**src/rtl/adrv9009_tx_pkg.sv**
```systemverilog
// Shared definitions for the ADRV9009 TX interpolator chain: THB2 coefficients,
// default widths and the single-slot handshake FSM states.
package adrv9009_tx_pkg;

  localparam int THB2_DATA_W = 16;
  localparam int THB2_ACC_W  = 34;
  localparam int THB2_SHIFT  = 14;

  // Symmetric half of the 10-tap FIR phase; c9..c5 mirror c0..c4.
  localparam logic signed [15:0] THB2_C0 = 16'sd104;
  localparam logic signed [15:0] THB2_C1 = -16'sd406;
  localparam logic signed [15:0] THB2_C2 = 16'sd1120;
  localparam logic signed [15:0] THB2_C3 = -16'sd2802;
  localparam logic signed [15:0] THB2_C4 = 16'sd10188;

  typedef enum logic {
    TX_READY = 1'b0,
    TX_HOLD  = 1'b1
  } tx_hs_state_e;

  function automatic logic signed [15:0] thb2_coef(input int k);
    logic signed [15:0] c;
    case (k)
      0:       c = THB2_C0;
      1:       c = THB2_C1;
      2:       c = THB2_C2;
      3:       c = THB2_C3;
      default: c = THB2_C4;
    endcase
    return c;
  endfunction

endpackage

```
**src/rtl/adrv9009_round_sat.sv**
```systemverilog
// Combinational arithmetic right shift with round-half-up and saturation to OUT_W bits.
module adrv9009_round_sat #(
  parameter int IN_W  = 34,
  parameter int SHIFT = 14,
  parameter int OUT_W = 16
) (
  input  logic signed [IN_W-1:0]  i_acc,
  output logic signed [OUT_W-1:0] o_y
);

  localparam int RW = IN_W + 1;
  localparam logic signed [RW-1:0] HALF = RW'(2 ** (SHIFT - 1));
  localparam logic signed [RW-1:0] MAXV = RW'((2 ** (OUT_W - 1)) - 1);
  localparam logic signed [RW-1:0] MINV = RW'(-(2 ** (OUT_W - 1)));

  logic signed [RW-1:0] w_rnd;
  logic signed [RW-1:0] w_shr;

  always_comb begin
    w_rnd = RW'(i_acc) + HALF;
    w_shr = w_rnd >>> SHIFT;
    if (w_shr > MAXV) begin
      o_y = OUT_W'(MAXV);
    end else if (w_shr < MINV) begin
      o_y = OUT_W'(MINV);
    end else begin
      o_y = OUT_W'(w_shr);
    end
  end

endmodule

```
**src/rtl/adrv9009_thb2.sv**
```systemverilog
// TX half-band 2x interpolator: one input per two cycles, emits FIR phase at k+4
// and the center-tap phase (x[m-4] passed through) at k+5.
module adrv9009_thb2
  import adrv9009_tx_pkg::*;
#(
  parameter int DATA_W = THB2_DATA_W,
  parameter int ACC_W  = THB2_ACC_W
) (
  input  logic                     clk,
  input  logic                     reset,
  input  logic signed [DATA_W-1:0] in,
  input  logic                     in_valid,
  output logic                     in_ready,
  output logic signed [DATA_W-1:0] out,
  output logic                     out_valid,
  output logic                     out_phase,
  output tx_hs_state_e             o_dbg_state
);

  // Handshake: a sample transfers on a rising edge where in_valid && in_ready.
  // in_ready depends only on FSM state and reset, never on in_valid.

  localparam int PW = 2 * DATA_W + 1;

  tx_hs_state_e r_state;
  tx_hs_state_e w_next;
  logic         w_ready;
  logic         w_accept;

  logic signed [DATA_W-1:0] r_x   [10];
  logic signed [DATA_W:0]   r_p   [5];
  logic signed [PW-1:0]     r_m   [5];
  logic signed [DATA_W-1:0] r_ctr [4];
  logic signed [ACC_W-1:0]  r_s0;
  logic signed [ACC_W-1:0]  r_s1;
  logic signed [ACC_W-1:0]  w_acc;
  logic signed [DATA_W-1:0] w_even;
  logic                     r_v0, r_v1, r_v2, r_v3, r_v4;

  always_ff @(posedge clk or posedge reset) begin
    if (reset) begin
      r_state <= TX_READY;
    end else begin
      r_state <= w_next;
    end
  end

  always_comb begin
    w_next  = r_state;
    w_ready = 1'b0;
    case (r_state)
      TX_READY: begin
        w_ready = 1'b1;
        if (in_valid) w_next = TX_HOLD;
      end
      default: w_next = TX_READY;
    endcase
  end

  assign in_ready    = w_ready & ~reset;
  assign w_accept    = in_valid & in_ready;
  assign o_dbg_state = r_state;

  always_ff @(posedge clk or posedge reset) begin
    if (reset) begin
      for (int i = 0; i < 10; i++) r_x[i] <= '0;
    end else if (w_accept) begin
      r_x[0] <= in;
      for (int i = 1; i < 10; i++) r_x[i] <= r_x[i-1];
    end
  end

  // Datapath runs every cycle; the r_v* tokens mark which results are real.
  always_ff @(posedge clk or posedge reset) begin
    if (reset) begin
      for (int k = 0; k < 5; k++) begin
        r_p[k] <= '0;
        r_m[k] <= '0;
      end
      for (int i = 0; i < 4; i++) r_ctr[i] <= '0;
      r_s0 <= '0;
      r_s1 <= '0;
      r_v0 <= 1'b0;
      r_v1 <= 1'b0;
      r_v2 <= 1'b0;
      r_v3 <= 1'b0;
      r_v4 <= 1'b0;
    end else begin
      for (int k = 0; k < 5; k++) begin
        r_p[k] <= (DATA_W + 1)'(r_x[k]) + (DATA_W + 1)'(r_x[9-k]);
        r_m[k] <= PW'(r_p[k]) * PW'(thb2_coef(k));
      end
      r_s0     <= ACC_W'(r_m[0]) + ACC_W'(r_m[1]) + ACC_W'(r_m[2]);
      r_s1     <= ACC_W'(r_m[3]) + ACC_W'(r_m[4]);
      r_ctr[0] <= r_x[4];
      for (int i = 1; i < 4; i++) r_ctr[i] <= r_ctr[i-1];
      r_v0 <= w_accept;
      r_v1 <= r_v0;
      r_v2 <= r_v1;
      r_v3 <= r_v2;
      r_v4 <= r_v3;
    end
  end

  assign w_acc = r_s0 + r_s1;

  adrv9009_round_sat #(
    .IN_W (ACC_W),
    .SHIFT(THB2_SHIFT),
    .OUT_W(DATA_W)
  ) u_round_sat (
    .i_acc(w_acc),
    .o_y  (w_even)
  );

  // Input spacing of two cycles guarantees r_v3 and r_v4 are never both set.
  always_ff @(posedge clk or posedge reset) begin
    if (reset) begin
      out       <= '0;
      out_valid <= 1'b0;
      out_phase <= 1'b0;
    end else if (r_v3) begin
      out       <= w_even;
      out_valid <= 1'b1;
      out_phase <= 1'b0;
    end else if (r_v4) begin
      out       <= r_ctr[3];
      out_valid <= 1'b1;
      out_phase <= 1'b1;
    end else begin
      out_valid <= 1'b0;
    end
  end

endmodule

```
**config.mk**
```make
export PLATFORM = sky130hd
export DESIGN_NAME = adrv9009_thb2
export DESIGN_NICKNAME = d
export VERILOG_FILES = /design/src/rtl/adrv9009_tx_pkg.sv /design/src/rtl/adrv9009_round_sat.sv /design/src/rtl/adrv9009_thb2.sv
export SDC_FILE = /design/constraint.sdc
export NUM_CORES = 2
export LEC_CHECK = 0
export CORE_MARGIN = 4
export CORE_UTILIZATION = 30
export CTS_CLUSTER_DIAMETER = 60
export CTS_CLUSTER_SIZE = 10
export DETAILED_ROUTE_END_ITERATION = 10
export PLACE_DENSITY = 0.49
export SLEW_MARGIN = 30
export SYNTH_ARGS = -nofsm -noshare
export SYNTH_HDL_FRONTEND = slang
export SYNTH_SLANG_ARGS = --single-unit
```
**constraint.sdc**
```tcl
create_clock -name clk -period 19.3 [get_ports clk]
set_input_delay 3.86 -clock clk [delete_from_list [all_inputs] [get_ports clk]]
set_output_delay 3.86 -clock clk [all_outputs]
set_load 0.01 [all_outputs]
```
==> key figures <==
Run status
  – Status: complete, no violations

Placement
  – Port bufs: 38
  – Final RePlAce weighted congestion: approximately 0.82
  – Hpwl dp: 70000 um

Clocking
  – Postcts setup bufs: 0
  – Cts hold-fix bufs: 0
  – CTS tree: yes
  – CTS sink count: between 500 and 600
  – Clk buf depth: 3
  – Post_cts resized: 0
  – Total CTS buffers: just under 70
  – H-tree depth: 3
  – Root buffer cell: clkbuf_16
  – CTS clock-pin slew for the worst setup and hold paths: ~0.050 ns
  – Clk Latency, worst-skew pair: about 0.6 ns

Floorplan
  – # rows: ~130
  – Initial core utilization: about 30%
  – DIE AREA: roughly 130000 um2
  – Die width: around 360 um
  – Total I/O pin count: 39
  – Core ar.: 124000 um2
  – DIE HEIGHT: 363 um

Worst setup path
  – Arrival @ worst endpoint: about 5 ns
  – CP endpoint kind: output pin
  – Critical Path RT: roughly 15 ns
  – CP cell instances: clkdlybuf4s50_1, nor2_1, clkdlybuf4s50_1
  – Crit path top cell by count: clkdlybuf4s50_1
  – Startpoint Class: input port
  – Slowest CP cell: clkdlybuf4s50_1
  – CP Class: in2out
  – Crit-path max FO: 2
  – Slowest stage delay, CP: between 0.5 and 0.6 ns

Logic synthesis
  – Area share of xor/xnor cells in the synthesized design: 5.19%
  – Post-synth EDFFs: 0
  – Ys flop type: dfrtp_1
  – Async SR Flop Fraction: 100%
  – Mux contribution to synthesized area: under 10%
  – Cells after synthesis: roughly 3400
  – Register area share after synthesis: about a third
  – Most frequent cells after synthesis: ha_1, inv_1, dfrtp_1, fa_1, xnor2_1
  – Area leader, netlist: dfrtp_1
  – Synth cell types: ~80
  – Synthesized area: roughly 38000 um2
  – Avg Inst Size Synth: between 10 and 15 um2
  – Synthesized net count: 4257
  – Compound-Gate Fraction of Synth Area: a little under a tenth
  – Ranking of synthesized cells by area: dfrtp_1, ha_1, fa_1
  – Post-synthesis simple-gate area fraction: 7.09%
  – Top-count cell post-synth: ha_1
  – Yosys top cell area share: between 30% and 40%
  – Largest family of logic cells by synthesized area: adder cells
  – Adder-cell area share of the yosys netlist: between 30% and 40%
  – Seq cells post-synth: ~530
  – Ys Warns: 0

Route
  – ANT nets after route: 0
  – DRT Wirelength: around 85000 um
  – DRT Pass-1 Iters: 5
  – DRC Markers: 0
  – DR WL/cell: 16.5 um
  – Vias/cell: between 4 and 5
  – Vias: between 20000 and 25000
  – DR iter-0 viols: 1087

STA
  – Slew margin rel.: between 30 and 40%
  – Fmax: approximately 110 MHz
  – Final min period: 8.90 ns
  – Fin Clk Skew: 0.0230 ns
  – Final hold vios: 0
  – Setup-failing EPs final: 0
  – Slew Limit Fails: 0
  – Fin Setup TNS: 0 ns
  – RSZ-0062 raised after global routing: false
  – Part of the cycle the worst path needs: between 40% and 50%
  – Slew @ Worst Pin: about 0.93 ns

Hold path
  – Worst Hold Class: reg2reg

Layout
  – Layout cells sized above 1: 8.58%
  – Reg area: ~13000 um2
  – Fill count: 12500
  – Multi-input logic area: between 20000 and 25000 um2
  – Fin nets: 4344
  – Area delta synth->final: 11.9%

Job
  – Max-Cap Viols: 0

GRT
  – Vias in the first global route: approximately 24000
  – Largest net degree at the start of global routing: roughly 180
  – Gr ovfl total: 0
  – First-pass GRT wire length: 138000 um
  – Initial antenna violation count: 8
  – GRT Total Usage: around an eighth
==> path summary, 6_finish.rpt <==
| path | startpoint | to | slack (ns) | cells past startpoint |
|---|---|---|---|---|
| max in group asynchronous | reset | r_v4 | 12.26 | 6 |
| worst max-delay path | reset | in_ready | 10.40 | 3 |
| min in group asynchronous | reset | o_dbg_state | 3.84 | 2 |
| worst min register to register | r_ctr[25] | r_ctr[9] | 0.34 | 0 |
| worst min-delay path | r_ctr[25] | r_ctr[9] | 0.34 | 0 |
| worst max register to register | r_p[6] | r_m[31] | 13.51 | 18 |
==> routing by layer <==
layer  track usage [%]  vias to the layer above  wire (um)  share of wire [%]
li1                  -                    11700          -                  -
met1              18.9                    11400      42300                 50
met2              21.8                      204      38900                 46
met3              1.76                       94       2230                2.6
met4              3.38                        0       1920                2.2
met5                 0                        -          0                  0
==> final cells by class <==
class	count	area share [%]
clock inverter	20	0.630
clock buffer	76	4.21
sequential	525	31.1
timing repair buffer	48	1.21
inverter	535	4.76
antenna	4	0.0237
tap	1637	4.84
multi-input combinational	2314	53.3
==> metrics by stage <==
stage,cell area [um2],hold slack [ns],util (%),worst slack [ns],cells
3_5_place_dp,40200,0.335,32.3,10.38,5057
5_1_grt,42300,0.354,34.0,10.35,5155
2_1_floorplan,37800,0.331,-,0.760,3406
6_report,42300,0.344,34.0,10.40,5159
4_1_cts,42200,0.343,33.9,10.39,5153
3_3_place_gp,40200,0.333,32.3,10.38,5057
==> critical path: cells and delay by family <==
| kind | cells | cell delay, ns |
|---|---|---|
| buffers and inverters | 2 | 1.05 |
| and+or+nand+nor | 1 | 0.13 |
==> logic make-up (layout without fill, tap and decap cells) <==
kind of cell | count (synthesis) | in the layout
flip-flops | 525 | 525
XOR/XNOR | 224 | 224
adder cells (fa/ha/maj) | 832 | 832
other | 0 | 4
AND/OR/NAND/NOR | 536 | 536
buffers and inverters | 567 | 679
multiplexers | 171 | 171
AO/OA/AOI/OAI | 551 | 551
==> sequential cells by signal (all words and copies together) (netlist names) <==
name         cells
out_phase        1
r_s0            29
r_v1             1
r_v0             1
r_x            160
r_v2             1
out_valid        1
r_p             85
r_v3             1
r_s1            32
r_v4             1
r_m            131
o_dbg_state      1
out             16
r_ctr           64
==> layout by cell type (no fill, tap or decap), types with 7 or more instances in the layout <==
cell / n
or3_1: 18
a21o_1: 48
nor3_1: 58
xnor2_1: 177
mux2_2: 153
ha_1: 568
o21a_1: 31
dfrtp_1: 524
a21oi_1: 163
o21ai_0: 110
nor2_1: 172
o211ai_1: 12
o31ai_1: 9
mux2i_1: 17
o21bai_1: 26
nor2b_1: 31
o2111ai_1: 10
o21ai_2: 10
nand4_1: 7
and3_1: 20
nand2b_1: 27
a211oi_1: 21
a31oi_1: 16
fa_1: 264
a21boi_0: 24
clkdlybuf4s50_1: 38
or2_2: 13
xor2_1: 47
o31a_1: 7
nand2_1: 94
clkbuf_16: 69
and2_1: 13
nand3_1: 50
inv_1: 534
o41ai_1: 10
Power is left out: the tool's default activity adds up to more than one toggle a clock period on the data nets, which glitch-free logic cannot reach.
